[src/rtl/csa_mp_sequencer.sv]
// Multi-precision add/subtract sequencer: WORDS*32-bit operands are pushed
// limb by limb (LS first) through a single 32-bit carry-select adder.
module csa32 (
    input  logic [31:0] a,
    input  logic [31:0] b,
    input  logic        cin,
    output logic [31:0] sum,
    output logic        cout,
    output logic        overflow
);
    logic [16:0] lo;
    logic [16:0] hi0;
    logic [16:0] hi1;

    always_comb begin
        lo  = {1'b0, a[15:0]} + {1'b0, b[15:0]} + {16'd0, cin};
        hi0 = {1'b0, a[31:16]} + {1'b0, b[31:16]};
        hi1 = {1'b0, a[31:16]} + {1'b0, b[31:16]} + 17'd1;
        // Upper half precomputed for both carries; low-half carry selects.
        {cout, sum[31:16]} = lo[16] ? hi1 : hi0;
        sum[15:0] = lo[15:0];
        overflow  = (a[31] == b[31]) && (sum[31] != a[31]);
    end
endmodule

module csa_mp_sequencer #(
    parameter int WORDS = 4
) (
    input  logic                  clk,
    input  logic                  rst,
    input  logic                  start,
    input  logic                  sub,
    input  logic [32*WORDS-1:0]   a,
    input  logic [32*WORDS-1:0]   b,
    output logic                  busy,
    output logic                  done,
    output logic [32*WORDS-1:0]   sum,
    output logic                  cout,
    output logic                  overflow
);
    localparam int W     = 32 * WORDS;
    localparam int IDX_W = $clog2(WORDS);

    typedef enum logic [1:0] {IDLE, RUN, DONE} state_t;

    state_t             state_q, state_d;
    logic [IDX_W-1:0]   idx_q, idx_d;
    logic               carry_q, carry_d;
    logic               sub_q, sub_d;
    logic [W-1:0]       a_q, a_d;
    logic [W-1:0]       b_q, b_d;
    logic [W-1:0]       work_q, work_d;
    logic [W-1:0]       sum_q, sum_d;
    logic               cout_q, cout_d;
    logic               ovf_q, ovf_d;

    logic [IDX_W+4:0]   limb_lsb;
    logic [31:0]        add_a, add_b, add_sum;
    logic               add_cout, add_ovf;

    always_comb begin
        limb_lsb = {idx_q, 5'b0};
        add_a    = a_q[limb_lsb +: 32];
        add_b    = b_q[limb_lsb +: 32] ^ {32{sub_q}};
    end

    csa32 u_csa (
        .a        (add_a),
        .b        (add_b),
        .cin      (carry_q),
        .sum      (add_sum),
        .cout     (add_cout),
        .overflow (add_ovf)
    );

    always_comb begin
        state_d = state_q;
        idx_d   = idx_q;
        carry_d = carry_q;
        sub_d   = sub_q;
        a_d     = a_q;
        b_d     = b_q;
        work_d  = work_q;
        sum_d   = sum_q;
        cout_d  = cout_q;
        ovf_d   = ovf_q;
        case (state_q)
            IDLE, DONE: begin
                if (start) begin
                    a_d     = a;
                    b_d     = b;
                    sub_d   = sub;
                    carry_d = sub;
                    idx_d   = '0;
                    state_d = RUN;
                end else begin
                    state_d = IDLE;
                end
            end
            RUN: begin
                work_d[limb_lsb +: 32] = add_sum;
                carry_d = add_cout;
                idx_d   = idx_q + IDX_W'(1);
                if (idx_q == IDX_W'(WORDS - 1)) begin
                    // work_d already holds the final limb merged in
                    sum_d   = work_d;
                    cout_d  = add_cout;
                    ovf_d   = add_ovf;
                    idx_d   = '0;
                    state_d = DONE;
                end
            end
            default: state_d = IDLE;
        endcase
    end

    always_ff @(posedge clk) begin
        if (rst) begin
            state_q <= IDLE;
            idx_q   <= '0;
            carry_q <= 1'b0;
            sub_q   <= 1'b0;
            a_q     <= '0;
            b_q     <= '0;
            work_q  <= '0;
            sum_q   <= '0;
            cout_q  <= 1'b0;
            ovf_q   <= 1'b0;
        end else begin
            state_q <= state_d;
            idx_q   <= idx_d;
            carry_q <= carry_d;
            sub_q   <= sub_d;
            a_q     <= a_d;
            b_q     <= b_d;
            work_q  <= work_d;
            sum_q   <= sum_d;
            cout_q  <= cout_d;
            ovf_q   <= ovf_d;
        end
    end

    assign busy     = (state_q == RUN);
    assign done     = (state_q == DONE);
    assign sum      = sum_q;
    assign cout     = cout_q;
    assign overflow = ovf_q;
endmodule

[config.mk]
export PLATFORM = sky130hd
export DESIGN_NAME = csa_mp_sequencer
export DESIGN_NICKNAME = d
export VERILOG_FILES = /design/src/rtl/csa_mp_sequencer.sv
export SDC_FILE = /design/constraint.sdc
export NUM_CORES = 1
export LEC_CHECK = 0
export ABC_AREA = 1
export BUFFER_PORTS_ARGS = -buffer_cell sky130_fd_sc_hd__buf_2
export CAP_MARGIN = 25
export CORE_MARGIN = 8
export CORE_UTILIZATION = 30
export DETAILED_ROUTE_END_ITERATION = 16
export SYNTH_ARGS = -nofsm -noshare
export SYNTH_HDL_FRONTEND = slang
export SYNTH_SLANG_ARGS = --single-unit
[constraint.sdc]
create_clock -name clk -period 3.6 [get_ports clk]
set_clock_uncertainty 0.15 [all_clocks]
set_input_delay 0.72 -clock clk [delete_from_list [all_inputs] [get_ports clk]]
set_output_delay 0.72 -clock clk [all_outputs]
set_load 0.03 [all_outputs]
==> results of run 1 <==
## synth_stat cells, types with 14 or more instances
cell,n,area (um2)
sky130_fd_sc_hd__nand3_1,111,556
sky130_fd_sc_hd__o22ai_1,109,682
sky130_fd_sc_hd__buf_1,14,52.6
sky130_fd_sc_hd__nand2_2,17,106
sky130_fd_sc_hd__nand2_1,327,1230
sky130_fd_sc_hd__o21a_1,40,300
sky130_fd_sc_hd__ha_1,38,475
sky130_fd_sc_hd__xor2_1,46,403
sky130_fd_sc_hd__o21ai_0,585,2930
sky130_fd_sc_hd__nor2_1,726,2730
sky130_fd_sc_hd__dfxtp_1,520,10400
sky130_fd_sc_hd__a21oi_1,132,661
sky130_fd_sc_hd__clkbuf_1,222,833
sky130_fd_sc_hd__o211ai_1,34,255
sky130_fd_sc_hd__inv_1,435,1630
sky130_fd_sc_hd__o21bai_1,86,646
## cell type report
cell class | instances | share of cell area
repair buffers | 678 | 0.141
diodes | 2 | 0.000153
flip-flops and latches | 520 | 0.318
clock buffers | 89 | 0.0527
well taps | 1070 | 0.0408
multi-input cells | 2334 | 0.391
clock inverters | 16 | 0.00416
inverters | 448 | 0.0524
## sequential cells by signal, summed over array words and instances (netlist names)
name,cells
carry_q,1
work_q,128
a_q,128
sub_q,1
b_q,128
cout,1
state_q,2
idx_q,2
overflow,1
sum,128
## path summary, 6_finish.rpt
kind / start / slack [ns] / end / cells after the start
setup / recovery: idx_q[0] / -0.13 / sum[106] / 23
hold / removal: b[72] / 0.19 / b_q[72] / 3
setup reg to reg: idx_q[0] / -0.13 / sum[106] / 23
hold reg to reg: a_q[93] / 0.33 / a_q[93] / 2
## logic make-up (layout without fill, tap and decap cells)
| logic type | after synthesis | after routing | share of synthesized area |
|---|---|---|---|
| simple gates | 1229 | 1229 | 0.203 |
| compound gates | 1010 | 1010 | 0.228 |
| buf+inv | 694 | 1231 | 0.106 |
| flops | 520 | 520 | 0.422 |
| xor+xnor | 54 | 54 | 0.0195 |
| fa+ha+maj | 41 | 41 | 0.0217 |
| other cells | 0 | 2 | 0 |
## metal layers
metal | GRT usage | part of all wire | up-vias
met1 | 0.242 | 0.43 | 11600
met3 | 0.0292 | 0.057 | 118
met4 | 0.0528 | 0.026 | 4
met5 | 0 | 0.00023 | -
met2 | 0.335 | 0.49 | 714
li1 | - | - | 12500
## worst register-to-register path, delay by kind of cell (launching register included)
family / cells / cell delay, ns
and+or+nand+nor: 7 / 0.60
DFF: 1 / 0.43
buffers and inverters: 7 / 0.78
xor gates and xnor gates: 2 / 0.40
AOI/OAI and AO/OA: 5 / 0.72
adders and majority gates: 2 / 0.58
## power groups by stage
stage | sequential (mW) | clock, mW | combinational [mW]
finish | 6.33 | 5.85 | 5.61
global route | 6.37 | 6.20 | 6.09
CTS | 6.33 | 5.96 | 5.29
detailed placement | 6.45 | 0 | 4.82
global placement | 6.44 | 0 | 4.80
floorplan | 6.39 | 0 | 2.48
## what timing repair did
action                                  in CTS  in global routing
buffers inserted                            24                  9
cloned                                       6                  0
resized for setup                          168                165
pin swaps                                   45                 40
endpoints found under the setup margin     188                215
hold buffers                                 0                  0
## through the flow
step | setup slack, ns | setup TNS [ns]
after detailed placement | -0.429 | -28.90
after floorplan | 0.00155 | 0
after global routing | -0.335 | -32.45
final | -0.134 | -3.36
after global placement | -0.402 | -24.31
after CTS | -0.153 | -4.85
==> metrics, run 1 <==
commonest non-fill, non-tap cells in the layout sky130_fd_sc_hd__nor2_1 (696), sky130_fd_sc_hd__dfxtp_1 (517), sky130_fd_sc_hd__o21ai_0 (514); count of final hold-check violations 0; wire length of the first global-routing pass approximately 140000 um; Root Buffer sky130_fd_sc_hd__clkbuf_16; fin crit share 1.04; setup ws final -0.134 ns; first-pass iteration count of the detailed router 5; pin count of the biggest net entering global routing about 260; maximum number of buffers from clock root to sink 3; Critical Path, Cell by Cell clkinv_8, buf_4, o21ai_2, o22ai_2, xor2_2, fa_2, inv_2, fa_2, nand2_1, nand2_1, o21ai_2, o21ai_4, inv_2, o31ai_4, xor2_2, buf_4, nand2_2, nor2_2, buf_4, nand2_1, nand3_1, nand2_1, inv_1; cts bufs inserted 58; Combinational Power Share 0.315; most used cell, CP sky130_fd_sc_hd__nand2_1; overall die area 0.0917 mm2; Final nets approximately 4.3k; worst endpoint data arrival time 4.14 ns; area after detailed placement ~0.029 mm2; result of the run finished with violations; cell with the largest stage delay on the worst path sky130_fd_sc_hd__dfxtp_4; final cell area excluding filler cells between 0.03 and 0.04 mm2; type of the worst setup path register to register; Switch Pwr between 5 and 6 mW; final WL roughly 92000 um; number of filler cells placed in the layout 8563; WP data required 4.00 ns; crit path buf inv count 7; Ys Warns 0; Final Max Tran Viols 0; number of levels in the clock H-tree 2; number of buffer cells added on primary ports about 390; width of the die roughly 300 um; ys async rst share 0; max-capacitance violation count 0; area overhead of the layout relative to synthesis 32.9%; mean instance size in the synthesized netlist between 6 and 7 um2; WL/cell about 18 um; flop and latch count out of synthesis 520; worst slew margin relative to its limit 0.304; CORE AREA between 0.08 and 0.09 mm2; final weighted congestion in routability-driven placement between 0.8 and 0.9; Post-Synthesis Net Count between 3k and 4k; total setup violations reported at the end of the flow 63; footprint of the multi-input gates around 0.013 mm2; clock latency on the worst-skew pair approximately 0.63 ns; number of rows created at floorplan approximately 110; violated checks negative setup slack; starting density of the core 0.302; Seq pwr share 0.356; post-layout util 0.402; total power draw ~18 mW; antenna violations before repair 5; maximum cell stage delay along the critical path about 0.43 ns; Static Leak 15.9 nW; sequential fraction of the synthesis area 0.422; vias roughly 25k; peak supply drop 0.316 mV; vias in the first global route 23.5k; Cells after DPL around 5.0k; total global routing overflow 0; Boundary Pins between 300 and 400; Final Instance Count excl. Fillers 5157; Vias/cell about 4.8; number of flops mapped to enable cells by yosys 0; most common cell after layout, fill and taps aside sky130_fd_sc_hd__nor2_1; worst slew pin tran approximately 1.0 ns; Highest Clock Rate 0.268 GHz; cell area after synthesis ~0.025 mm2; Die Span Y about 300 um; prevailing post-synth register cell sky130_fd_sc_hd__dfxtp_1; post-synthesis cell type count 43; switch share 0.331; DRT antenna net count 0; fraction of layout instances using a drive strength above 1 0.253; DRC violation count after routing 0; critical-path maximum fanout 10; minimum hold slack approximately 0.19 ns; Clock Pin Slew Worst Setup and Hold Paths 0.06 ns; Mapped Cells between 3k and 4k; worst hold path type primary input to register; Int Power between 10 and 15 mW; FF/Latch Area between 0.01 and 0.015 mm2; clock network fraction of total power 0.329; clock tree from TritonCTS done; initial drt markers around 1.8k; largest delay contributor family on the critical path buffers and inverters; critical path endpoint category register; TritonCTS Sinks 520; setup repair after global routing missed its margin true; P per Cell Area ~540 mW/mm2; final worst path period need approximately 3.7 ns; type of origin of the critical path register; Detail Placement HPWL 66300 um; overall routing resource usage 0.191
No activity file was read; power rests on OpenSTA's default activity.
==> inputs of run 2 (changes only) <==
==> constraint.sdc (replaced) <==
create_clock -name clk -period 4.2 [get_ports clk]
set_clock_uncertainty 0.15 [all_clocks]
set_input_delay 0.84 -clock clk [delete_from_list [all_inputs] [get_ports clk]]
set_output_delay 0.84 -clock clk [all_outputs]
set_load 0.03 [all_outputs]
==> run 2 against run 1 <==
Against the previous run:
- first-iteration DRC count grew 5.8%
- non-clock buffer count shrank 199
- count of clock-buffer cells in the layout shrank 1
- global-route usage shrank 0.19 points
- design area shrank 8.3%
- via count shrank 3.3%
- clock power shrank 11%
- largest cell class unchanged
- highest routed layer unchanged
- critical path type unchanged
- the run now ends clean
- wire length grew 0.24%
- fmax shrank 5.7%
- combinational power shrank 35%
- sequential cell count is the same
- cell count shrank 3.9%
==> metrics, run 2 (synthesized netlist as in run 1, its figures left out) <==
width of the die 303 um (unchanged); peak supply drop 0.245 mV (was 0.316 mV); worst slew margin relative to its limit 0.339 (was 0.304); most common cell after layout, fill and taps aside sky130_fd_sc_hd__nor2_1 (unchanged); worst endpoint data arrival time 4.35 ns (was 4.14 ns); worst hold path type primary input to register (unchanged); count of final hold-check violations 0 (unchanged); critical path endpoint category register (unchanged); pin count of the biggest net entering global routing 261 (unchanged); Switch Pwr 4.71 mW (was 5.90 mW); critical-path maximum fanout 45 (was 10); maximum number of buffers from clock root to sink 3 (unchanged); Register-to-Register Path Depth 20 (was 23); total power draw 14.2 mW (was 17.8 mW); antenna violations before repair 3 (was 5); Combinational Power Share 0.254 (was 0.315); maximum cell stage delay along the critical path 0.50 ns (was 0.43 ns); total global routing overflow 0 (unchanged); first-pass iteration count of the detailed router 5 (unchanged); Seq pwr share 0.381 (was 0.356); Clock Pin Slew Worst Setup and Hold Paths 0.06 ns (about the same); r2r setup slk 0.24 ns (was -0.13 ns); clock latency on the worst-skew pair 0.62 ns (was 0.63 ns); TritonCTS Sinks 520 (unchanged); Setup Total Neg Slack 0 ns (was -3.36 ns); clock network fraction of total power 0.365 (was 0.329); Final nets 4143 (was 4341); number of levels in the clock H-tree 2 (unchanged); Int Power 9.52 mW (was 11.9 mW); largest delay contributor family on the critical path simple AND/OR/NAND/NOR gates (was buffers and inverters); starting density of the core 0.302 (unchanged); final worst path period need 3.96 ns (was 3.73 ns); type of origin of the critical path register (unchanged); launching point of the worst reg2reg path idx_q[0] (unchanged); startpoint of the most critical hold path a[15] (was b[72]); fraction of layout instances using a drive strength above 1 0.169 (was 0.253); number of buffer cells added on primary ports 391 (unchanged); Die Span Y 303 um (unchanged); type of the worst setup path register to register (unchanged); DRC violation count after routing 0 (unchanged); worst slew pin tran 0.992 ns (was 1.04 ns); clock tree from TritonCTS done (unchanged); cell with the largest stage delay on the worst path sky130_fd_sc_hd__o22ai_1 (was sky130_fd_sc_hd__dfxtp_4); Highest Clock Rate 0.252 GHz (was 0.268 GHz); count of hold buffers inserted by post-cts repair 0 (unchanged); overall die area 0.0917 mm2 (unchanged); final WL 92500 um (was 92300 um); final weighted congestion in routability-driven placement 0.923 (was 0.873); most used cell, CP sky130_fd_sc_hd__nand2_1 (unchanged); overall routing resource usage 0.189 (was 0.191); number of rows created at floorplan 105 (unchanged); minimum hold slack 0.318 ns (was 0.193 ns); WL/cell 18.7 um (was 17.9 um); number of filler cells placed in the layout 8695 (was 8563); result of the run completed (was finished with violations); critical path endpoint sum[91] (was sum[106]); CORE AREA 0.0817 mm2 (unchanged); cts bufs inserted 59 (was 58); WP data required 4.59 ns (was 4.00 ns); Root Buffer sky130_fd_sc_hd__clkbuf_16 (unchanged); DRT antenna net count 0 (unchanged); Static Leak 14.7 nW (was 15.9 nW); P per Cell Area 473 mW/mm2 (was 542 mW/mm2); Final Max Tran Viols 0 (unchanged); Boundary Pins 392 (unchanged); switch share 0.331 (about the same); vias in the first global route 22.3k (was 23.5k); total setup violations reported at the end of the flow 0 (was 63); crit path buf inv count 4 (was 7); Critical Path, Cell by Cell buf_12, buf_6, o21ai_0, o22ai_1, ha_1, inv_2, nand2_2, nand3_1, nand2_1, nand2_1, nand2_1, nor2_1, nand3_4, o21bai_1, nand2_1, nor2_2, nand2_1, nand3_1, o211ai_1, inv_1 (was clkinv_8, buf_4, o21ai_2, o22ai_2, xor2_2, fa_2, inv_2, fa_2, nand2_1, nand2_1, o21ai_2, o21ai_4, inv_2, o31ai_4, xor2_2, buf_4, nand2_2, nor2_2, buf_4, nand2_1, nand3_1, nand2_1, inv_1); vias 24.1k (was 24.9k); terminus of the critical flop-to-flop path sum[91] (was sum[106]); initial drt markers 1872 (was 1770); commonest non-fill, non-tap cells in the layout sky130_fd_sc_hd__nor2_1 (725), sky130_fd_sc_hd__o21ai_0 (583), sky130_fd_sc_hd__dfxtp_1 (517) (was sky130_fd_sc_hd__nor2_1 (696), sky130_fd_sc_hd__dfxtp_1 (517), sky130_fd_sc_hd__o21ai_0 (514)); fin crit share 0.943 (was 1.04); max-capacitance violation count 0 (unchanged); area overhead of the layout relative to synthesis 21.9% (was 32.9%); wire length of the first global-routing pass 135000 um (was 138000 um); Vias/cell 4.86 (was 4.83); Critical path origin idx_q[0] (unchanged); Detail Placement HPWL 65700 um (was 66300 um); total number of cells along the worst setup path 20 (was 23)
==> run 2: worst min path at each step <==
stage / endpoint / slack, ns / cells past startpoint
global placement: a_q[80] / 0.31 / 2
global route: a_q[56] / 0.31 / 3
finish: a_q[15] / 0.32 / 3
detailed placement: a_q[58] / 0.31 / 2
CTS: a_q[17] / 0.29 / 3
floorplan: a_q[29] / 0.30 / 2
==> run 2: area by class of cell <==
type,count,area (um2),share of cell area
Multi-Input combinational cell,2334,11800,0.393
Antenna cell,1,2.50,0.0000832
Inverter,448,1700,0.0566
Clock buffer,88,1730,0.0574
Timing Repair Buffer,479,2870,0.0954
Clock inverter,16,216,0.00719
Tap cell,1070,1340,0.0445
Sequential cell,520,10400,0.346
==> run 2: worst min-delay path, stage by stage <==
cell	delay, ns
sky130_fd_sc_hd__buf_2	0.07
sky130_fd_sc_hd__o21ai_0	0.07
sky130_fd_sc_hd__nor2_1	0.08
==> run 2: power by group through the flow <==
stage	Combinational (mW)	Sequential, mW	Clock, mW
floorplan	2.13	5.48	0
global placement	3.47	5.52	0
detailed placement	3.49	5.52	0
CTS	3.50	5.42	5.28
global route	3.97	5.45	5.48
finish	3.62	5.42	5.20
==> run 2: stage by stage <==
| stage | cell area [um2] | utilization | setup slack, ns | std cells |
|---|---|---|---|---|
| after global placement | 27800 | 0.340 | 0.100 | 4841 |
| after CTS | 29800 | 0.364 | 0.0288 | 4945 |
| after global routing | 30100 | 0.368 | -0.0188 | 4955 |
| final | 30100 | 0.368 | 0.239 | 4956 |
| after detailed placement | 27800 | 0.340 | 0.0620 | 4841 |
| after floorplan | 24700 | - | 0.429 | 3548 |
==> run 2: timing repair <==
item,CTS,global route
endpoints found under the hold margin,0,0
setup endpoints to repair,0,106
setup buffers,0,5
gates resized for setup,0,33
==> run 2: layer usage <==
layer | global-route usage | share of wire | vias up | wire [um]
li1 | - | - | 12100 | -
met1 | 0.242 | 0.43 | 11100 | 39500
met2 | 0.318 | 0.47 | 773 | 43500
met3 | 0.0360 | 0.069 | 154 | 6410
met4 | 0.0641 | 0.033 | 4 | 3080
met5 | 0 | 0.00028 | - | 26
==> inputs of run 3 (changes only) <==
--- a/config.mk
+++ b/config.mk
@@ -11,6 +11,8 @@
 export CORE_MARGIN = 8
 export CORE_UTILIZATION = 30
 export DETAILED_ROUTE_END_ITERATION = 16
+export MAX_ROUTING_LAYER = met4
+export SLEW_MARGIN = 20
 export SYNTH_ARGS = -nofsm -noshare
 export SYNTH_HDL_FRONTEND = slang
 export SYNTH_SLANG_ARGS = --single-unit
==> constraint.sdc (replaced) <==
create_clock -name clk -period 3.27 [get_ports clk]
set_clock_uncertainty 0.15 [all_clocks]
set_input_delay 0.654 -clock clk [delete_from_list [all_inputs] [get_ports clk]]
set_output_delay 0.654 -clock clk [all_outputs]
set_load 0.03 [all_outputs]
==> run 3 against run 2 <==
Against the previous run:
- the flow now finishes with violations (negative setup slack)
- power rose by 40%
- register-to-register slack got worse by 0.73 ns
- sequential share of layout area fell by 3.1 points
- sequential power rose by 28%
- hold slack got worse by 0.19 ns
- clock power rose by 32%
- non-clock buffer count rose by 211
==> metrics, run 3 (synthesized netlist as in run 1, its figures left out) <==
Detail Placement HPWL 67200 um (was 65700 um); worst-case hold path end point b_q[69] (was a_q[15]); vias 24.9k (was 24.1k); count of hold buffers inserted by post-cts repair 0 (unchanged); type of the worst setup path register to register (unchanged); final worst path period need 3.76 ns (was 3.96 ns); type of origin of the critical path register (unchanged); Boundary Pins 392 (unchanged); DRC violation count after routing 0 (unchanged); violated checks negative setup slack; CORE AREA 0.0817 mm2 (unchanged); fin crit share 1.15 (was 0.943); initial drt markers 1854 (was 1872); wire length of the first global-routing pass 137000 um (was 135000 um); Cells after DPL 5041 (was 4841); footprint of the multi-input gates 0.0129 mm2 (was 0.0118 mm2); r2r setup slk -0.49 ns (was 0.24 ns); number of levels in the clock H-tree 2 (unchanged); Vias/cell 4.81 (was 4.86); terminus of the critical flop-to-flop path work_q[62] (was sum[91]); vias in the first global route 23.5k (was 22.3k); width of the die 303 um (unchanged); minimum hold slack 0.129 ns (was 0.318 ns); first-pass iteration count of the detailed router 5 (unchanged); WP data required 3.68 ns (was 4.59 ns); Final Instance Count excl. Fillers 5175 (was 4956); critical path endpoint category register (unchanged); area after detailed placement 0.0295 mm2 (was 0.0278 mm2); Root Buffer sky130_fd_sc_hd__clkbuf_16 (unchanged); worst slew pin tran 0.871 ns (was 0.992 ns); WL/cell 17.7 um (was 18.7 um); fraction of layout instances using a drive strength above 1 0.257 (was 0.169); most common cell after layout, fill and taps aside sky130_fd_sc_hd__nor2_1 (unchanged); Final nets 4354 (was 4143); Die Span Y 303 um (unchanged); overall die area 0.0917 mm2 (unchanged); Final Max Tran Viols 0 (unchanged); overall routing resource usage 0.196 (was 0.189); P per Cell Area 605 mW/mm2 (was 473 mW/mm2); final cell area excluding filler cells 0.0330 mm2 (was 0.0301 mm2); total power draw 20.0 mW (was 14.2 mW); setup ws final -0.489 ns (was 0.239 ns); total setup violations reported at the end of the flow 223 (was 0); Register-to-Register Path Depth 24 (was 20); maximum number of buffers from clock root to sink 3 (unchanged); Setup Total Neg Slack -64.55 ns (was 0 ns); count of final hold-check violations 0 (unchanged); pin count of the biggest net entering global routing 210 (was 261); launching point of the worst reg2reg path idx_q[0] (unchanged); Clock Pin Slew Worst Setup and Hold Paths 0.07 ns (was 0.06 ns); total global routing overflow 0 (unchanged); critical-path maximum fanout 16 (was 45); Highest Clock Rate 0.266 GHz (was 0.252 GHz); number of cells on the worst hold path 3 (unchanged); area overhead of the layout relative to synthesis 33.8% (was 21.9%); max-capacitance violation count 0 (unchanged); commonest non-fill, non-tap cells in the layout sky130_fd_sc_hd__nor2_1 (704), sky130_fd_sc_hd__dfxtp_1 (517), sky130_fd_sc_hd__o21ai_0 (500) (was sky130_fd_sc_hd__nor2_1 (725), sky130_fd_sc_hd__o21ai_0 (583), sky130_fd_sc_hd__dfxtp_1 (517)); antenna violations before repair 3 (unchanged); number of buffer cells added on primary ports 391 (unchanged); startpoint of the most critical hold path b[69] (was a[15]); FF/Latch Area 0.0104 mm2 (unchanged); number of filler cells placed in the layout 8493 (was 8695); worst setup timing slack at the placement stage -0.670 ns (was 0.0620 ns); DRT antenna net count 0 (unchanged); final WL 91500 um (was 92500 um); worst slew margin relative to its limit 0.419 (was 0.339); cts bufs inserted 59 (unchanged); final weighted congestion in routability-driven placement 0.903 (was 0.923); number of rows created at floorplan 105 (unchanged); TritonCTS Sinks 520 (unchanged); peak supply drop 0.286 mV (was 0.245 mV); starting density of the core 0.302 (unchanged); setup repair after global routing missed its margin true; worst endpoint data arrival time 4.17 ns (was 4.35 ns); post-layout util 0.404 (was 0.368); clock tree from TritonCTS done (unchanged); Static Leak 16.0 nW (was 14.7 nW); worst hold path type primary input to register (unchanged); clock latency on the worst-skew pair 0.63 ns (was 0.62 ns); result of the run finished with violations (was completed)
run 3: repair_timing:
| action | 4_1_cts | 5_1_grt |
|---|---|---|
| gates cloned | 2 | 0 |
| buffers inserted | 14 | 6 |
| hold endpoints to repair | 0 | 0 |
| gates resized for setup | 186 | 153 |
| endpoints found under the setup margin | 234 | 243 |
| pin swaps | 33 | 38 |
run 3: worst max path at each step:
stage	slack (ns)	startpoint	cells past startpoint	endpoint
after global routing	-0.69	idx_q[0]	26	work_q[63]
after detailed placement	-0.67	idx_q[0]	21	work_q[80]
after floorplan	-0.12	idx_q[0]	25	work_q[126]
after CTS	-0.46	idx_q[0]	22	work_q[56]
final	-0.49	idx_q[0]	24	work_q[62]
after global placement	-0.63	idx_q[0]	22	work_q[81]
run 3: layout make-up:
type / instances / share of cell area
Clock buffer: 87 / 0.0534
Tap cell: 1070 / 0.0405
Clock inverter: 22 / 0.00818
Inverter: 448 / 0.0523
Sequential cell: 520 / 0.315
Timing Repair Buffer: 690 / 0.139
Antenna cell: 4 / 0.000303
Multi-Input combinational cell: 2334 / 0.391
run 3: power by group:
part	leakage, nW	internal, mW	total (mW)	switching [mW]
logic	10.8	2.60	6.17	3.57
clock network	0.990	4.06	6.85	2.79
registers	4.28	6.76	6.95	0.194
total	16.0	13.4	20.0	6.55
run 3: per-layer routing:
metal	GRT usage	routed length, um	vias up
met3	0.0282	4840	131
li1	-	-	12500
met2	0.325	43900	701
met5	-	0	-
met1	0.247	40200	11600
met4	0.0594	2560	0
run 3: worst max-delay path: stages (launching register included):
cell and delay (ns):
sky130_fd_sc_hd__dfxtp_4 0.44, sky130_fd_sc_hd__clkinv_8 0.11, sky130_fd_sc_hd__buf_12 0.16, sky130_fd_sc_hd__o21ai_1 0.16, sky130_fd_sc_hd__o22ai_2 0.10, sky130_fd_sc_hd__buf_4 0.16
sky130_fd_sc_hd__ha_2 0.17, sky130_fd_sc_hd__inv_2 0.06, sky130_fd_sc_hd__fa_2 0.46, sky130_fd_sc_hd__inv_2 0.10, sky130_fd_sc_hd__ha_4 0.13, sky130_fd_sc_hd__inv_1 0.03
sky130_fd_sc_hd__nor2_1 0.09, sky130_fd_sc_hd__nand3_1 0.13, sky130_fd_sc_hd__nor2_2 0.18, sky130_fd_sc_hd__nand3_4 0.12, sky130_fd_sc_hd__nor2_8 0.21, sky130_fd_sc_hd__nand3b_1 0.11
sky130_fd_sc_hd__nand2_2 0.10, sky130_fd_sc_hd__nand3_4 0.09, sky130_fd_sc_hd__nor2_4 0.14, sky130_fd_sc_hd__nand2_1 0.07, sky130_fd_sc_hd__nand3_1 0.09, sky130_fd_sc_hd__nand2_1 0.06
sky130_fd_sc_hd__inv_1 0.04
